<file path="config.mk">
export PLATFORM = sky130hd
export DESIGN_NAME = vm2002_change_dispenser
export DESIGN_NICKNAME = d
export VERILOG_FILES = /design/src/rtl/vm2002_common_pkg.sv /design/src/rtl/vm2002_coin_tube.sv /design/src/rtl/vm2002_change_dispenser.sv
export SDC_FILE = /design/constraint.sdc
export NUM_CORES = 1
export LEC_CHECK = 0
export ABC_AREA = 1
export CAP_MARGIN = 10
export CELL_PAD_IN_SITES_DETAIL_PLACEMENT = 0
export CELL_PAD_IN_SITES_GLOBAL_PLACEMENT = 1
export CORE_AREA = 2 2 116 118
export DETAILED_ROUTE_END_ITERATION = 6
export DIE_AREA = 0 0 118 120
export GPL_ROUTABILITY_DRIVEN = 0
export PLACE_DENSITY = 0.93
export SETUP_SLACK_MARGIN = 0.05
export SLEW_MARGIN = 25
export SYNTH_ARGS = -nofsm -noshare
export SYNTH_HDL_FRONTEND = slang
export SYNTH_HIERARCHICAL = 1
export SYNTH_SLANG_ARGS = --single-unit
</file>
<file path="constraint.sdc">
create_clock -name clk -period 4.5 [get_ports clk]
set_clock_uncertainty 0.2 [all_clocks]
set_input_delay 0.9 -clock clk [delete_from_list [all_inputs] [get_ports clk]]
set_output_delay 0.9 -clock clk [all_outputs]
set_load 0.005 [all_outputs]
</file>
<file path="src/rtl/vm2002_common_pkg.sv">
// Shared vm2002 types: coin encoding, change-dispenser state/status, coin values.
package vm2002_common_pkg;

  typedef enum logic [1:0] {
    COIN_NONE    = 2'd0,
    COIN_NICKEL  = 2'd1,
    COIN_DIME    = 2'd2,
    COIN_QUARTER = 2'd3
  } coins_t;

  typedef enum logic [1:0] {
    CD_IDLE     = 2'd0,
    CD_SELECT   = 2'd1,
    CD_DISPENSE = 2'd2,
    CD_DONE     = 2'd3
  } cd_state_t;

  typedef enum logic [1:0] {
    CS_OK    = 2'd0,
    CS_SHORT = 2'd1,
    CS_FAULT = 2'd2,
    CS_ABORT = 2'd3
  } change_status_t;

  localparam int COIN_VAL_W = 5;
  localparam logic [COIN_VAL_W-1:0] NICKEL_VAL  = 5'd5;
  localparam logic [COIN_VAL_W-1:0] DIME_VAL    = 5'd10;
  localparam logic [COIN_VAL_W-1:0] QUARTER_VAL = 5'd25;

  function automatic logic [COIN_VAL_W-1:0] coin_value(input coins_t c);
    case (c)
      COIN_NICKEL:  coin_value = NICKEL_VAL;
      COIN_DIME:    coin_value = DIME_VAL;
      COIN_QUARTER: coin_value = QUARTER_VAL;
      default:      coin_value = '0;
    endcase
  endfunction

endpackage

</file>
<file path="src/rtl/vm2002_coin_tube.sv">
// One coin tube: saturating load-add and a decrement that never wraps below 0.
module vm2002_coin_tube #(
  parameter int CNT_W = 8
) (
  input  logic             clk,
  input  logic             hrst_n,
  input  logic             load_en,
  input  logic [CNT_W-1:0] load_count,
  input  logic             dec_en,
  output logic [CNT_W-1:0] cnt,
  output logic             sat
);

  localparam logic [CNT_W-1:0] ONE = CNT_W'(1);

  logic [CNT_W-1:0] cnt_q, cnt_d;
  logic [CNT_W:0]   sum;

  // Carry out of the widened sum is the saturation indicator.
  always_comb begin
    sum   = {1'b0, cnt_q} + {1'b0, load_count};
    sat   = sum[CNT_W];
    cnt_d = cnt_q;
    if (load_en)
      cnt_d = sat ? '1 : sum[CNT_W-1:0];
    else if (dec_en && (cnt_q != '0))
      cnt_d = cnt_q - ONE;
  end

  always_ff @(posedge clk or negedge hrst_n) begin
    if (!hrst_n) cnt_q <= '0;
    else         cnt_q <= cnt_d;
  end

  assign cnt = cnt_q;

endmodule

</file>
<file path="src/rtl/vm2002_change_dispenser.sv">
// Greedy coin-return sequencer with per-denomination tubes.
// Optional VM2002_EXACT_CHANGE_EN adds a registered exact_change flag.
module vm2002_change_dispenser
  import vm2002_common_pkg::*;
#(
  parameter int BAL_W       = 16,
  parameter int CNT_W       = 8,
  parameter int ACK_TIMEOUT = 64
) (
  input  logic             clk,
  input  logic             hrst_n,
  input  logic             srst,
  input  logic             req_valid,
  input  logic [BAL_W-1:0] req_amount,
  output logic             req_ready,
  output logic             done,
  output logic [1:0]       done_status,
  output logic [BAL_W-1:0] remaining,
  output coins_t           coin_out,
  output logic             coin_valid,
  input  logic             coin_ack,
  input  logic             load_valid,
  input  coins_t           load_coin,
  input  logic [CNT_W-1:0] load_count,
  output logic             load_err,
`ifdef VM2002_EXACT_CHANGE_EN
  output logic             exact_change,
`endif
  output logic [CNT_W-1:0] nickel_cnt,
  output logic [CNT_W-1:0] dime_cnt,
  output logic [CNT_W-1:0] quarter_cnt
);

  localparam int TMO_W = (ACK_TIMEOUT > 1) ? $clog2(ACK_TIMEOUT) : 1;
  localparam logic [TMO_W-1:0] TMO_LAST = TMO_W'(ACK_TIMEOUT - 1);

  cd_state_t        state_q, state_d;
  change_status_t   status_q, status_d;
  coins_t           coin_q, coin_d, pick;
  logic [BAL_W-1:0] rem_q, rem_d, coin_val;
  logic [TMO_W-1:0] tmo_q, tmo_d;
  logic             load_err_q, load_err_d;
  logic             load_ok;

  // Tube index 0/1/2 holds nickels/dimes/quarters, i.e. coin code i+1.
  logic [2:0][CNT_W-1:0] cnt;
  logic [2:0]            load_en, dec_en, sat;

  assign load_ok = load_valid && (state_q == CD_IDLE) && (load_coin != COIN_NONE);

  for (genvar i = 0; i < 3; i++) begin : g_tube
    assign load_en[i] = load_ok && (load_coin == coins_t'(2'(i + 1)));
    assign dec_en[i]  = (state_q == CD_DISPENSE) && coin_ack && (coin_q == coins_t'(2'(i + 1)));
    vm2002_coin_tube #(.CNT_W(CNT_W)) u_tube (
      .clk        (clk),
      .hrst_n     (hrst_n),
      .load_en    (load_en[i]),
      .load_count (load_count),
      .dec_en     (dec_en[i]),
      .cnt        (cnt[i]),
      .sat        (sat[i])
    );
  end

  assign load_err_d = load_valid && (!load_ok || |(load_en & sat));

  // Greedy pick: largest coin that fits the balance and is in stock.
  always_comb begin
    pick = COIN_NONE;
    if      (rem_q >= BAL_W'(QUARTER_VAL) && cnt[2] != '0) pick = COIN_QUARTER;
    else if (rem_q >= BAL_W'(DIME_VAL)    && cnt[1] != '0) pick = COIN_DIME;
    else if (rem_q >= BAL_W'(NICKEL_VAL)  && cnt[0] != '0) pick = COIN_NICKEL;
  end

  assign coin_val = BAL_W'(coin_value(coin_q));

  always_ff @(posedge clk or negedge hrst_n) begin
    if (!hrst_n) begin
      state_q    <= CD_IDLE;
      status_q   <= CS_OK;
      coin_q     <= COIN_NONE;
      rem_q      <= '0;
      tmo_q      <= '0;
      load_err_q <= 1'b0;
    end else begin
      state_q    <= state_d;
      status_q   <= status_d;
      coin_q     <= coin_d;
      rem_q      <= rem_d;
      tmo_q      <= tmo_d;
      load_err_q <= load_err_d;
    end
  end

  always_comb begin
    state_d  = state_q;
    status_d = status_q;
    coin_d   = coin_q;
    rem_d    = rem_q;
    tmo_d    = tmo_q;
    case (state_q)
      CD_IDLE: begin
        if (req_valid) begin
          rem_d   = req_amount;
          state_d = CD_SELECT;
        end
      end
      CD_SELECT: begin
        tmo_d = '0;
        if (srst) begin
          state_d  = CD_DONE;
          status_d = CS_ABORT;
        end else if (rem_q == '0) begin
          state_d  = CD_DONE;
          status_d = CS_OK;
        end else if (pick != COIN_NONE) begin
          coin_d  = pick;
          state_d = CD_DISPENSE;
        end else begin
          state_d  = CD_DONE;
          status_d = CS_SHORT;
        end
      end
      CD_DISPENSE: begin
        // An ack coinciding with srst still pays the coin before aborting.
        if (coin_ack) begin
          rem_d   = (rem_q > coin_val) ? rem_q - coin_val : '0;
          state_d = CD_SELECT;
        end else if (!srst) begin
          if (tmo_q == TMO_LAST) begin
            state_d  = CD_DONE;
            status_d = CS_FAULT;
          end else begin
            tmo_d = tmo_q + TMO_W'(1);
          end
        end
        if (srst) begin
          state_d  = CD_DONE;
          status_d = CS_ABORT;
        end
      end
      default: state_d = CD_IDLE;
    endcase
  end

  always_comb begin
    req_ready   = (state_q == CD_IDLE);
    done        = (state_q == CD_DONE);
    coin_valid  = (state_q == CD_DISPENSE);
    coin_out    = coin_valid ? coin_q : COIN_NONE;
    done_status = status_q;
    remaining   = rem_q;
    load_err    = load_err_q;
    nickel_cnt  = cnt[0];
    dime_cnt    = cnt[1];
    quarter_cnt = cnt[2];
  end

`ifdef VM2002_EXACT_CHANGE_EN
  logic exact_q, exact_d;

  assign exact_d = (cnt[0] == '0) || ((cnt[1] == '0) && (cnt[0] < CNT_W'(2)));

  always_ff @(posedge clk or negedge hrst_n) begin
    if (!hrst_n) exact_q <= 1'b1;
    else         exact_q <= exact_d;
  end

  assign exact_change = exact_q;
`endif

endmodule

</file>
# [Yosys cells after proc, flatten, opt, wreduce, memory -nomap -nowiden]
# Index checks and enable logic that the tools add are counted.
[classes] n_addsub=8 order_cmp=4 eq_ne=19 n_mux=37 bitwise=3 reduce_logical=36
[op_table] cell="$mux 8" n=9
[op_table] cell="$mux 16" n=3
[op_table] cell="$pmux 16 s2" n=1
[op_table] cell="$add 8x8->9" n=3
[op_table] cell="$mux 2" n=13
[op_table] cell="$reduce_bool 8->1" n=3
[op_table] cell="$sub 8x1->8 const B" n=3
[op_table] cell="$mux 6" n=3
[op_table] cell="$ge 16x3->1 const B" n=1
[op_table] cell="$ge 16x4->1 const B" n=1
[op_table] cell="$ge 16x5->1 const B" n=1
[op_table] cell="$gt 16x5->1" n=1
[op_table] cell="$logic_and 1x1->1" n=16
[op_table] cell="$logic_not 16->1" n=1
[op_table] cell="$sub 16x5->16" n=1
[op_table] cell="$pmux 5 s3" n=1
[op_table] cell="$reduce_bool 2->1" n=7
[op_table] cell="$eq 2x2->1 const B" n=6
[op_table] cell="$pmux 6 s2" n=1
[op_table] cell="$reduce_and 4->1" n=3
[op_table] cell="$ne 2x2->1 const B" n=4
[op_table] cell="$add 6x1->6 const B" n=1
[op_table] cell="$eq 2x1->1 const B" n=3
[op_table] cell="$eq 6x6->1 const B" n=1
[op_table] cell="16 further kinds" n=20
[word_totals] ff_bits=53 input_bits=32 output_inout_bits=48

# [Depth between registers and ports, before layout]
# Gate-level depths: netlist (run 1).
[logic_depth] word_depth=10 depth_mapped=14 ltp_nobuf=14

# [By module]
# The synthesis (run 1) kept the hierarchy.
[by_module_without_submodules] mod="vm2002_coin_tube" instances=3 cells_per_inst=155 area_per_inst_um2=1004.7 seq_area_each_um2=200.2
[by_module_without_submodules] mod="vm2002_change_dispenser" instances=1 cells_per_inst=344 area_per_inst_um2=2419.8 seq_area_each_um2=725.7

# [Worst setup path before layout (run 1)]
# Ideal clock, no wire load.
[synth_path] path_type="in2reg" from="in load_count[0]" to="reg g_tube[0].u_tube.cnt_q[5]" setup_ns=0.117 t_arrival_ns=2.108 required_ns=4.183 path_slack_ns=2.076 path_stages=10 path_buffers=0 cell_sequence="ha_1 -> fa_1 -> nand2_1 -> nand2_1 -> nand3_2 -> nand2_4 -> nor2_4 -> nand3_1 -> nand2_1 -> nand2_1"
[synth_via] elab_chain_cells=3
[synth_rtl] item="start: declaration" line_no="vm2002_change_dispenser.sv:24" rtl="input logic [CNT_W-1:0] load_count,"
[synth_rtl] item="$add 8x8->9" line_no="vm2002_coin_tube.sv:21" rtl="sum = {1'b0, cnt_q} + {1'b0, load_count};"
[synth_rtl] item="net sat[0]" line_no="vm2002_change_dispenser.sv:47" rtl="logic [2:0] load_en, dec_en, sat;"
[synth_rtl] item="$mux 8" line_no="vm2002_coin_tube.sv:25" rtl="cnt_d = sat ? '1 : sum[CNT_W-1:0];"
[synth_rtl] item="$mux 8" line_no="vm2002_coin_tube.sv:24" rtl="if (load_en)"
[synth_rtl] item="end signal: assignment" line_no="vm2002_coin_tube.sv:32" rtl="else cnt_q <= cnt_d;"
[synth_rtl] item="end: declaration" line_no="vm2002_coin_tube.sv:16" rtl="logic [CNT_W-1:0] cnt_q, cnt_d;"
# The timed path passes the listed nets, and every way through them passes these cells.
# A chain may end at the register's enable or synchronous reset.

# [Final worst setup path (run 1)]
[layout_path] from="reg state_q[0]" to="out coin_out[0]"
[layout_via] elab_chain_cells=2
[layout_rtl] item="start: declaration" line_no="vm2002_change_dispenser.sv:37" rtl="cd_state_t state_q, state_d;"
[layout_rtl] item="start signal: assignment" line_no="vm2002_change_dispenser.sv:86" rtl="state_q <= state_d;"
[layout_rtl] item="$eq 2x2->1" line_no="vm2002_change_dispenser.sv:149" rtl="coin_valid = (state_q == CD_DISPENSE);"
[layout_rtl] item="$mux 2" line_no="vm2002_change_dispenser.sv:150" rtl="coin_out = coin_valid ? coin_q : COIN_NONE;"
[layout_rtl] item="end: declaration" line_no="vm2002_change_dispenser.sv:19" rtl="output coins_t coin_out,"
# No other way between the ends.

==> run metrics, run 1 <==
I/O pins 80; Max Slew Vio Count 0; layout cells sized above 1 11.0%; Sequential Power Share 25.1%; most common cell after layout, fill and taps aside nand2_1; post-synthesis xor/xnor area fraction 2.42%; sequential cell area fraction in the yosys report 24.4%; clock share of power 9.1%; dpl hpwl 11600 um; simple-gate area share of the yosys netlist 40.3%; global route overflow 0; wire per inst 13.7 um; Place WS 1.40 ns; vias after detailed routing 5274; sw power 2.17 mW; final net count 968; total wire length 14600 um; worst hold-check slack 0.272 ns; Synth Area in Adders 10.9%; I/O Buffers 79; CTS root buf clkbuf_16; largest net degree at the start of global routing 29; initial antenna violation count 0; Reg2Reg Depth 10; Switching Share 50.6%; outcome completed; mux cell area share after synthesis 0%; Critical Path Max Stage Delay 0.54 ns; CP arrival 2.14 ns; Core Rows 42; DR DRC count 0; max cap viols 0; number of global-route vias before repair 5025; P per Cell Area 658 nW/um^2; H-tree Lvls 2; Mean Syn Cell Area 6.72 um^2; number of distinct library cells after synthesis 46; critical-path cell list inv_1 > ha_1 > nand2_1 > inv_1 > clkdlybuf4s50_1; yosys warns 6; Sink Count 53; Worst IR Drop VDD 0.250 mV; Reg2Reg Launch Point state_q[0]; CTS tree built; highest clock rate 309 MHz; largest family of logic cells by synthesized area simple AND/OR/NAND/NOR gates; HP Class reg -> reg; Synth Cell Area 5430 um^2; total power draw 4.30 mW; fin worst setup slack 1.26 ns; minimum clock period 3.24 ns; relative slew slack 56.2%; Setup CP Type reg -> out; post-cts resize count 0; crit start category flop; setup TNS 0 ns; Worst Setup EP coin_out[0]; buffer count from post-CTS setup fixing 0; TritonCTS Buffers 5; r2r setup slk 1.60 ns; Tcrit/Tclk final 71.9%; CP bufs+invs 3; Gate power share 65.8%; Clock Latency Late Sink 0.29 ns; vias per std cell 4.94; final hold vios 0; Post-DRT Antenna Nets 0; Die Ht 120 um; clock-pin slew on the worst setup and hold paths 0.07 ns; crit-path most repeated cell inv_1; Inserted Diodes 0; P_int 2.13 mW; drt first pass iters 7; clock buffer depth 2; first-pass GRT wire length 24400 um; core area 13000 um^2; Worst path slowest cell ha_1; crit end category output port; Net Count, Synth 886; Largest delay share family, worst path buffers and inverters; initial drt markers 301; Worst EP required 3.40 ns; hold-fix buffer count after cts 0; RSZ-0062 raised after global routing false; Initial Utilization 41.9%; Worst Path Max Fanout 14; Critical Path Start state_q[0]; Syn Inst Count 809; stages on the worst setup path 5; RR Endpoint remaining[9]; Synth Area in Compound Gates 12.6%; area delta synth->final 20.3%; Yosys reg bits 53; final setup vio count 0; Tot GR Track Use 21.3%; die area 14200 um^2; final core utilization 50.4%; Leak 3.13 nW; most frequent cells in the layout nand2_1 (238), inv_1 (99), nor2_1 (87); Die X 118 um; worst-margin pin slew 0.658 ns
==> kinds of logic (layout without fill, tap and decap cells) <==
group / after synthesis / after routing
and+or+nand+nor: 471 / 471
adders and majority gates: 45 / 45
xor gates and xnor gates: 15 / 15
DFF: 53 / 53
AOI/OAI and AO/OA: 104 / 104
buffers and inverters: 121 / 203
==> registers in the layout, summed over array words and instances (netlist names) <==
signal / cells
done_status: 2
coin_q: 2
state_q: 2
tmo_q: 6
g_tube.u_tube/cnt: 24
remaining: 16
load_err: 1
==> how the worst min path moves through the flow <==
| stage | slack [ns] | start | to | depth (start not counted) |
|---|---|---|---|---|
| 2_1_floorplan | 0.27 | done_status[0] | done_status[0] | 2 |
| 6_report | 0.27 | done_status[0] | done_status[0] | 2 |
| 3_5_place_dp | 0.26 | done_status[0] | done_status[0] | 2 |
| 4_1_cts | 0.28 | done_status[0] | done_status[0] | 2 |
| 5_1_grt | 0.30 | done_status[1] | done_status[1] | 2 |
| 3_3_place_gp | 0.26 | done_status[0] | done_status[0] | 2 |
==> cell type report <==
| cell class | count | area [um^2] |
|---|---|---|
| multi-input cells | 635 | 3600 |
| inverters | 115 | 447 |
| flip-flops and latches | 53 | 1330 |
| clock buffers | 7 | 143 |
| fillers | 1374 | 6440 |
| repair buffers | 81 | 801 |
| well taps | 176 | 220 |
==> through the flow <==
stage | cells | instance area (um^2)
finish | 1067 | 6540
global route | 1067 | 6540
CTS | 1067 | 6540
detailed placement | 1060 | 6390
global placement | 1060 | 6390
floorplan | 809 | 5430
==> synth_stat cells, drive strengths merged <==
master,n,share of area [%]
nor2,108,9.2
nor4,1,0.12
fa,4,1.5
clkbuf,2,0.32
xor2,12,1.9
dfrtp,53,24
o21bai,2,0.28
a32o,1,0.18
a21oi,40,4.6
clkinv,7,0.76
o211ai,1,0.14
xnor2,3,0.48
nand2,259,20
nand3b,4,0.55
or2,12,1.5
buf,4,0.81
nand3,65,7.1
nor3,9,0.83
o21ai,47,5.1
a22oi,9,1.8
inv,108,7.5
a21boi,3,0.41
and2,1,0.12
nand4,12,1.4
ha,41,9.4
a41oi,1,0.16
==> per-layer routing <==
| metal | track usage, % | wire, um | up-vias |
|---|---|---|---|
| li1 | - | - | 2759 |
| met1 | 27.9 | 6870 | 2378 |
| met2 | 37.0 | 6930 | 123 |
| met3 | 3.09 | 598 | 14 |
| met4 | 5.12 | 200 | 0 |
| met5 | 0 | 0 | - |
==> power by group through the flow <==
stage                     Sequential [mW]  Clock (mW)  Combinational [mW]
after detailed placement             1.09           0                2.82
after global placement               1.09           0                2.82
after global routing                 1.13       0.417                3.21
final                                1.08       0.391                2.83
after CTS                            1.08       0.402                2.84
after floorplan                     0.983           0                2.02
==> worst register-to-register path, delay by kind of cell, from the launching register on <==
family	cells	cell delay (ns)
DFF	1	0.43
buffers and inverters	3	0.56
adders and majority gates	1	0.54
and+or+nand+nor	4	0.78
AOI/OAI and AO/OA	2	0.32
Power figures use the tool's default switching activity.
==> inputs of run 2 (changes only) <==
Settings changed: CORE_AREA 2 2 116 118 to 2 2 120 122, DIE_AREA 0 0 118 120 to 0 0 122 124, PLACE_DENSITY 0.93 to 0.88.
Clock period 4.5 ns to 3.11 ns, I/O delays scaled along.
==> run 2 against run 1 <==
First-iteration DRC count down 18%. Count of clock-buffer cells in the layout down 2. Cell area up 0.84%. Flip-flop and latch count unchanged. Clock power up 61%. Routed wire length up 1.6%. Largest power group unchanged.
==> run metrics, run 2 (synthesized netlist as in run 1, its figures left out) <==
clock share of power 10.0% (was 9.1%); Post-DRT Antenna Nets 0 (unchanged); post-route cell area 6590 um^2 (was 6540 um^2); P per Cell Area 956 nW/um^2 (was 658 nW/um^2); setup TNS 0 ns (unchanged); post-cts resize count 0 (unchanged); r2r setup slk 0.75 ns (was 1.60 ns); final net count 972 (was 968); worst hold-check slack 0.115 ns (was 0.272 ns); crit end category output port (unchanged); most frequent cells in the layout nand2_1 (238), inv_1 (99), nor2_1 (87) (unchanged); buffer count from post-CTS setup fixing 0 (unchanged); sw power 3.15 mW (was 2.17 mW); highest clock rate 364 MHz; Sink Count 53 (unchanged); worst-margin pin slew 0.549 ns (was 0.658 ns); RR Endpoint remaining[3] (was remaining[9]); final setup vio count 0 (unchanged); Worst EP required 2.29 ns (was 3.40 ns); Largest register FFs 24 (unchanged); I/O pins 80 (unchanged); outcome completed (unchanged); relative slew slack 63.4% (was 56.2%); wire per inst 13.8 um (was 13.7 um); I/O Buffers 79 (unchanged); clock-pin slew on the worst setup and hold paths 0.07 ns (about the same); Setup CP Type reg -> out (unchanged); Worst Path Max Fanout 8 (was 14); initial drt markers 248 (was 301); CP arrival 1.92 ns (was 2.14 ns); DP Area 6430 um^2 (was 6390 um^2); TritonCTS Buffers 5 (unchanged); Initial Utilization 39.6% (was 41.9%); minimum clock period 2.74 ns; max cap viols 0 (unchanged); Gate power share 65.3% (was 65.8%); vias after detailed routing 5238 (was 5274); Die X 122 um (was 118 um); H-tree Lvls 2 (unchanged); largest net degree at the start of global routing 41 (was 29); P_int 3.15 mW (was 2.13 mW); Switching Share 50.0% (was 50.6%); Worst IR Drop VDD 0.390 mV (was 0.250 mV); HP Class in -> async (was reg -> reg); Clock Latency Late Sink 0.29 ns (about the same); most common cell after layout, fill and taps aside nand2_1 (unchanged); crit start category flop (unchanged); DR DRC count 0 (unchanged); Core Rows 43 (was 42); clock buffer depth 2 (unchanged); dpl hpwl 11900 um (was 11600 um); total wire length 14800 um (was 14600 um); Max Slew Vio Count 0 (unchanged); Inserted Diodes 0 (unchanged); hold-fix buffer count after cts 0 (unchanged); Reg2Reg Depth 11 (was 10); layout cells sized above 1 11.5% (was 11.0%); global route overflow 0 (unchanged); Sequential Power Share 24.7% (was 25.1%); initial antenna violation count 0 (unchanged); final hold vios 0 (unchanged); core area 13700 um^2 (was 13000 um^2); drt first pass iters 4 (was 7); number of global-route vias before repair 5026 (was 5025); Leak 3.16 nW (was 3.13 nW); Die Ht 124 um (was 120 um); vias per std cell 4.87 (was 4.94); area delta synth->final 21.3% (was 20.3%); CTS root buf clkbuf_16 (unchanged); Tot GR Track Use 20.2% (was 21.3%); Tcrit/Tclk final 88.2%; Reg2Reg Launch Point coin_q[1] (was state_q[0]); CTS tree built (unchanged); first-pass GRT wire length 24300 um (was 24400 um); die area 15100 um^2 (was 14200 um^2); RSZ-0062 raised after global routing false (unchanged)
==> run 2: final cells by class <==
type                            count  area [um^2]
Multi-Input combinational cell    635         3600
Inverter                          115          447
Clock inverter                      2         35.0
Clock buffer                        5          125
Sequential cell                    53         1330
Tap cell                          180          225
Timing Repair Buffer               85          833
Fill cell                        1439         7130
==> run 2: critical path, cell delays in order, from the launching register on <==
cell and delay, ns:
dfrtp_1 0.43, inv_1 0.13, ha_1 0.31, buf_4 0.24, clkdlybuf4s50_1 0.52
==> run 2: power groups by stage <==
stage | Sequential, mW | Clock, mW | Combinational, mW
2_1_floorplan | 1.42 | 0 | 2.92
3_3_place_gp | 1.56 | 0 | 4.11
3_5_place_dp | 1.56 | 0 | 4.12
4_1_cts | 1.55 | 0.649 | 4.14
5_1_grt | 1.61 | 0.677 | 4.69
6_report | 1.56 | 0.631 | 4.12
==> run 2: worst max path at each step <==
stage	endpoint	startpoint	slack [ns]	cells past startpoint
finish	coin_valid	state_q[0]	0.37	4
CTS	coin_valid	state_q[0]	0.34	4
floorplan	g_tube[0].u_tube/cnt[5]	state_q[0]	0.92	9
global route	coin_valid	state_q[0]	0.25	4
detailed placement	g_tube[1].u_tube/cnt[7]	load_count[0]	0.26	11
global placement	g_tube[0].u_tube/cnt[5]	load_count[1]	0.32	10
==> run 2: through the flow <==
stage          setup slack [ns]  utilization, %  power [mW]  std cells
2_1_floorplan             0.921               -        4.34        809
3_3_place_gp              0.324            46.9        5.67       1068
3_5_place_dp              0.263            46.9        5.68       1068
4_1_cts                   0.342            48.0        6.34       1075
5_1_grt                   0.247            48.0        6.98       1075
6_report                  0.365            48.0        6.30       1075
==> run 2: routing by layer <==
metal	GRT usage, %	wire (um)	vias to the layer above
met4	4.09	128	0
met5	0	0	-
met1	26.9	7140	2362
met3	2.38	472	6
met2	35.5	7100	94
li1	-	-	2776
